[src/rtl/pmp_arb_pkg.sv]
// Shared types and constants for the PMP check arbiter: FSM states, requester indices,
// access masks and the pmpcfg byte layout.
package pmp_arb_pkg;

    typedef enum logic [1:0] {
        StIdle = 2'd0,
        StBusy = 2'd1,
        StResp = 2'd2
    } arb_state_e;

    localparam logic REQ_FETCH = 1'b0;
    localparam logic REQ_LSU   = 1'b1;

    localparam logic [2:0] ACC_R = 3'b001;
    localparam logic [2:0] ACC_W = 3'b010;
    localparam logic [2:0] ACC_X = 3'b100;

    localparam logic [1:0] PRIV_M = 2'b11;

    typedef enum logic [1:0] {
        AOff   = 2'd0,
        ATor   = 2'd1,
        ANa4   = 2'd2,
        ANapot = 2'd3
    } pmp_mode_e;

    typedef struct packed {
        logic      locked;
        logic [1:0] rsvd;
        pmp_mode_e mode;
        logic [2:0] xwr;
    } pmp_cfg_t;

endpackage

[src/rtl/pmp_check_arbiter_pmp.sv]
// Combinational PMP checker: the lowest-indexed matching entry decides, and an
// unmatched access is allowed only in M-mode.
module pmp_check_arbiter_pmp
    import pmp_arb_pkg::*;
#(
    parameter int unsigned PLEN       = 34,
    parameter int unsigned PMP_LEN    = 32,
    parameter int unsigned NR_ENTRIES = 4
) (
    input  logic [PLEN-1:0]       addr_i,
    input  logic [2:0]            access_i,
    input  logic [1:0]            priv_i,
    input  logic [16*PMP_LEN-1:0] conf_addr_i,
    input  logic [127:0]          conf_i,
    output logic                  allow_o
);

    // pmpaddr holds address bits [PLEN-1:2]; compare in a common width.
    localparam int unsigned CW = (PLEN - 2 > PMP_LEN) ? PLEN - 2 : PMP_LEN;

    logic [CW-1:0]         addr_word;
    logic [NR_ENTRIES-1:0] match;
    logic [NR_ENTRIES-1:0] perm_ok;
    logic [NR_ENTRIES-1:0] enforce;
    logic                  unused_bits;

    assign addr_word   = CW'(addr_i[PLEN-1:2]);
    assign unused_bits = ^{conf_i, conf_addr_i, addr_i[1:0]};

    for (genvar i = 0; i < NR_ENTRIES; i++) begin : g_entry
        pmp_cfg_t      cfg;
        logic [CW-1:0] cur;
        logic [CW-1:0] prev;
        logic [CW-1:0] napot_mask;
        logic          unused_rsvd;

        assign cfg = pmp_cfg_t'(conf_i[8*i +: 8]);
        assign cur = CW'(conf_addr_i[i*PMP_LEN +: PMP_LEN]);

        if (i == 0) begin : g_first
            assign prev = '0;
        end else begin : g_rest
            assign prev = CW'(conf_addr_i[(i-1)*PMP_LEN +: PMP_LEN]);
        end

        // Trailing ones plus the first zero mark the NAPOT don't-care bits.
        assign napot_mask  = cur ^ (cur + CW'(1));
        assign unused_rsvd = ^cfg.rsvd;

        assign match[i] = (cfg.mode == ATor)   ? ((addr_word >= prev) && (addr_word < cur)) :
                          (cfg.mode == ANa4)   ? (addr_word == cur) :
                          (cfg.mode == ANapot) ? (((addr_word ^ cur) & ~napot_mask) == '0) :
                                                 1'b0;
        assign perm_ok[i] = (access_i & cfg.xwr) == access_i;
        assign enforce[i] = (priv_i != PRIV_M) || cfg.locked;
    end

    always_comb begin
        allow_o = (priv_i == PRIV_M);
        for (int i = NR_ENTRIES - 1; i >= 0; i--) begin
            if (match[i]) begin
                allow_o = enforce[i] ? perm_ok[i] : 1'b1;
            end
        end
    end

endmodule

[src/rtl/pmp_check_arbiter.sv]
// Round-robin arbiter between fetch and LSU that runs one PMP check at a time
// through an IDLE -> BUSY -> RESP sequence.
module pmp_check_arbiter
    import pmp_arb_pkg::*;
#(
    parameter int unsigned PLEN       = 34,
    parameter int unsigned PMP_LEN    = 32,
    parameter int unsigned NR_ENTRIES = 4
) (
    input  logic                  clk_i,
    input  logic                  rst_i,
    input  logic [1:0]            req_valid_i,
    output logic [1:0]            req_ready_o,
    input  logic [2*PLEN-1:0]     req_addr_i,
    input  logic [5:0]            req_access_i,
    input  logic [3:0]            req_priv_i,
    output logic                  resp_valid_o,
    output logic                  resp_id_o,
    output logic                  resp_allow_o,
    input  logic                  resp_ready_i,
    input  logic [16*PMP_LEN-1:0] conf_addr_i,
    input  logic [127:0]          conf_i,
    input  logic                  cfg_stall_i,
    input  logic                  flush_i,
    output logic                  idle_o
);

    arb_state_e      state_q;
    logic            last_grant_q;
    logic [PLEN-1:0] addr_q;
    logic [2:0]      access_q;
    logic [1:0]      priv_q;
    logic            id_q;
    logic            allow_q;

    logic            grant_idx;
    logic [1:0]      ready;
    logic [PLEN-1:0] sel_addr;
    logic [2:0]      sel_access;
    logic [1:0]      sel_priv;
    logic            pmp_allow;

    always_comb begin
        if (&req_valid_i) begin
            grant_idx = ~last_grant_q;
        end else begin
            grant_idx = req_valid_i[REQ_LSU] ? REQ_LSU : REQ_FETCH;
        end
        ready = 2'b00;
        // Reset is folded in so no grant is visible while rst_i is held.
        if ((state_q == StIdle) && !cfg_stall_i && !flush_i && !rst_i && (|req_valid_i)) begin
            ready[grant_idx] = 1'b1;
        end
    end

    assign sel_addr   = grant_idx ? req_addr_i[2*PLEN-1:PLEN] : req_addr_i[PLEN-1:0];
    assign sel_access = grant_idx ? req_access_i[5:3] : req_access_i[2:0];
    assign sel_priv   = grant_idx ? req_priv_i[3:2] : req_priv_i[1:0];

    always_ff @(posedge clk_i or posedge rst_i) begin
        if (rst_i) begin
            state_q      <= StIdle;
            last_grant_q <= REQ_LSU;
            addr_q       <= '0;
            access_q     <= '0;
            priv_q       <= '0;
            id_q         <= 1'b0;
            allow_q      <= 1'b0;
        end else begin
            unique case (state_q)
                StIdle: begin
                    if (|ready) begin
                        addr_q       <= sel_addr;
                        access_q     <= sel_access;
                        priv_q       <= sel_priv;
                        id_q         <= grant_idx;
                        last_grant_q <= grant_idx;
                        state_q      <= StBusy;
                    end
                end
                StBusy: begin
                    if (flush_i) begin
                        state_q <= StIdle;
                    end else begin
                        allow_q <= pmp_allow;
                        state_q <= StResp;
                    end
                end
                StResp: begin
                    if (flush_i || resp_ready_i) begin
                        state_q <= StIdle;
                    end
                end
                default: state_q <= StIdle;
            endcase
        end
    end

    pmp_check_arbiter_pmp #(
        .PLEN      (PLEN),
        .PMP_LEN   (PMP_LEN),
        .NR_ENTRIES(NR_ENTRIES)
    ) pmp (
        .addr_i     (addr_q),
        .access_i   (access_q),
        .priv_i     (priv_q),
        .conf_addr_i(conf_addr_i),
        .conf_i     (conf_i),
        .allow_o    (pmp_allow)
    );

    assign req_ready_o  = ready;
    assign resp_valid_o = (state_q == StResp);
    assign resp_id_o    = id_q;
    assign resp_allow_o = allow_q;
    assign idle_o       = (state_q == StIdle);

endmodule

[config.mk]
export PLATFORM = sky130hd
export DESIGN_NAME = pmp_check_arbiter
export DESIGN_NICKNAME = d
export VERILOG_FILES = /design/src/rtl/pmp_arb_pkg.sv /design/src/rtl/pmp_check_arbiter_pmp.sv /design/src/rtl/pmp_check_arbiter.sv
export SDC_FILE = /design/constraint.sdc
export NUM_CORES = 1
export LEC_CHECK = 0
export ABC_AREA = 1
export CAP_MARGIN = 30
export CORE_AREA = 3 3 283 285
export CTS_BUF_LIST = sky130_fd_sc_hd__clkbuf_2
export DETAILED_ROUTE_END_ITERATION = 8
export DIE_AREA = 0 0 286 288
export GPL_TIMING_DRIVEN = 0
export PLACE_DENSITY = 0.35
export REMOVE_ABC_BUFFERS = 1
export SLEW_MARGIN = 25
export SYNTH_ARGS = -nofsm -noshare
export SYNTH_HDL_FRONTEND = slang
export SYNTH_SLANG_ARGS = --single-unit
[constraint.sdc]
create_clock -name clk_i -period 3.19 [get_ports clk_i]
set_input_delay 0.638 -clock clk_i [delete_from_list [all_inputs] [get_ports clk_i]]
set_output_delay 0.638 -clock clk_i [all_outputs]
set_load 0.005 [all_outputs]
==> impl_metrics.tcl <==
set metrics [dict create \
    fin_worst_skew_ps 11.72 \
    numClockSinks 42 \
    vias 10420 \
    drc 0 \
    yosysWarnings 0 \
    clockPowerShare 0.085 \
    use_met1 0.1806 \
    cellLeakagePower_nw 6.010 \
    r2r_slack_ps 280 \
    fmaxAchievable_mhz 320.3 \
    avgSynthCellArea_um2 5.692 \
    path_max_fanout 40 \
    yosysTopAreaCell "nand2_1" \
    crit-reg2reg-launch "addr_q[26]" \
    gr-usage-met2 0.1750 \
    final_hold_viol_count 0 \
    cts_buffers 5 \
    die-area_um2 82370 \
    ys_seq_area_frac 0.1233 \
    clock_latency_ps 460 \
    grt_start_max_net_pins 41 \
    drtAntennaViolNets 0 \
    switchingPower_mw 2.135 \
    die_x_um 286 \
    clk_pin_slew_ps 240 \
    grt.overflow.total 0 \
    drt_iter0_drc 608 \
    fin_crit_ps 3122 \
    setup.worst_path.end "req_ready_o[0]" \
    intPower_mw 1.898 \
    vias_per_cell 3.733 \
    async_flop_share 1.000 \
    rows 102 \
    grt_pass1_vias 10400 \
    synth_top_area_share 0.2178 \
    slew_viol_final 0 \
    start_kind "primary input" \
    power_frac_comb 0.610 \
    worstReg2RegEnd "resp_allow_o" \
    r2r_cells 17 \
    core_um2 77590 \
    fin_setup_tns_ps 0 \
    setup.worst_path.class "in -> out" \
    startpoint "cfg_stall_i" \
    hold_class "in -> async" \
    synth_edf_count 0 \
    synth_cells 1499 \
    htree_levels 2 \
    post-place-cells 2768 \
    busiest_layer "met1" \
    min_period_over_period 0.9786 \
    hpwl_um 42800 \
    synthTopCellsByArea "nand2_1 (22%), ha_1 (19%), dfrtp_1 (12%)" \
    track_usage 0.1188 \
    tritoncts "done" \
    use_met3 0.02114 \
    ir_drop_uv 151.6 \
    fillers 9122 \
    ios 731 \
    antenna_found_initial 5 \
    syn_area_um2 8532 \
    finalWorstSetupSlack_ps 68.40 \
    synth_cell_types 41 \
    stdcell_count 2791 \
    cts_buffer_depth 2 \
    wl_um 50660 \
    relSlewSlack 0.5005 \
    root_buffer "clkbuf_2" \
    grt_pass1_wl_um 70650 \
    status "finished, final reports clean" \
    die_y_um 288 \
    gp_congestion 0.8764 \
    p_total_mw 4.034 \
    worstMarginPinSlew_ps 749.3 \
    ys_ff_latch 42 \
    start_util 0.1100 \
    powerDensity_nw_per_um2 323.3 \
    power_frac_seq 0.304 \
    wire_per_inst_um 18.15 \
    cp-end-kind "output port" \
    crit_required_ps 2550 \
    finalSetupViolCount 0 \
    dp_slack_ps -1107 \
    netSwitchingFraction 0.5294 \
    synth_flop_cell "dfrtp_1" \
    cp_data_arrival_time_ps 2480 \
    rsz0062_at_grt "true" \
    syn_to_final_growth_pct 46.25 \
    cap_violations 0 \
    drive_gt1_frac 0.06003 \
    port_buffers 238 \
    fin_nets 2605 \
    hold_buffers 0 \
    first_pass_iters 5 \
]
[worst min path at each step]
| stage | start | end | slack [ps] | cells past startpoint |
|---|---|---|---|---|
| detailed placement | resp_allow_o | resp_allow_o | 480 | 2 |
| global route | rst_i | addr_q[14] | 500 | 2 |
| CTS | rst_i | access_q[1] | 480 | 2 |
| floorplan | priv_q[1] | priv_q[1] | 470 | 2 |
| finish | rst_i | addr_q[14] | 530 | 2 |
| global placement | resp_allow_o | resp_allow_o | 470 | 2 |
[layout by cell type, fill, tap and decap left out, drive strengths merged]
cell type and count:
nand2 510, inv 271, clkdlybuf4s50 232, nor2 203, ha 132, nand3 84, a21oi 70, dfrtp 41
nor3 39, o21ai 34, nand4 26, o21bai 20, buf 13, o22ai 11, o211ai 10, nand3b 7
clkbuf 7, o21a 6, dlymetal6s2s 5, or2 5, nor4 4, diode 2, o2111ai 2, a21o 2
and2 2, a31oi 2, a31o 2, clkinv 1, nor2b 1, a41o 1, nor3b 1, clkinvlp 1
bufinv 1, bufbuf 1, dlygate4sd2 1, dfstp 1
[per-layer routing]
| metal | share of wire | routed length (um) |
|---|---|---|
| met1 | 0.53 | 26610 |
| met2 | 0.40 | 20470 |
| met3 | 0.055 | 2804 |
| met4 | 0.015 | 751 |
| met5 | 0.00057 | 29 |
[cell families after synthesis]
kind of cell	synth area share
buffers and inverters	0.1263
adders and majority gates	0.1936
and+or+nand+nor	0.4471
DFF	0.1233
AOI/OAI and AO/OA	0.1097
[registers in the layout (all words and copies together) (netlist names)]
signal        flops
addr_q           32
access_q          3
priv_q            2
state_q           2
last_grant_q      1
resp_allow_o      1
resp_id_o         1
[repair_timing]
| action | in CTS | in global routing |
|---|---|---|
| pin swaps | 3 | 1 |
| endpoints found under the setup margin | 3 | 3 |
| setup buffers | 7 | 5 |
| gates resized for setup | 13 | 19 |
| cloned | 1 | 0 |
[critical path, stage by stage]
cell	delay (ps)
clkdlybuf4s50_1	450
nor4_4	330
buf_4	180
nand2_1	130
clkinv_8	200
clkdlybuf4s50_1	540
[stage by stage]
step	util	hold slack (ps)	cell area [um^2]
6_report	0.1608	531.3	12480
5_1_grt	0.1608	498.9	12480
4_1_cts	0.1597	483.4	12390
3_5_place_dp	0.1574	484.7	12210
3_3_place_gp	0.1567	472.4	12160
2_1_floorplan	-	465.0	8476
[synthesized netlist by cell type (6+ instances only)]
master and number:
o21a_1 6, nand4_1 26, nand2_1 495, nand3b_1 7, o21ai_0 29, inv_2 8, nor2_1 177, nand3_1 79
o211ai_1 10, dfrtp_1 41, nor2_2 16, o21bai_1 19, nor3_1 37, a21oi_1 70, ha_1 132, o22ai_1 11
nand2_2 13, inv_1 264, nor2_4 10
[power by group through the flow]
stage / logic, mW / clock network [mW] / registers, mW
after floorplan: 1.56 / 0 / 0.791
after global placement: 2.44 / 0 / 1.29
after detailed placement: 2.46 / 0 / 1.29
after CTS: 2.48 / 0.366 / 1.28
after global routing: 2.85 / 0.381 / 1.28
final: 2.46 / 0.345 / 1.23
[final cells by class]
class | instances | area [um^2] | area share
Clock buffer | 6 | 30.03 | 0.002407
Sequential cell | 42 | 1065 | 0.08533
Antenna cell | 2 | 5.005 | 0.0004011
Timing Repair Buffer | 253 | 2565 | 0.2056
Multi-Input combinational cell | 1174 | 6425 | 0.5149
Tap cell | 1040 | 1301 | 0.1043
Clock inverter | 2 | 37.54 | 0.003008
Inverter | 272 | 1050 | 0.08413
No activity file was read; power rests on OpenSTA's default activity.
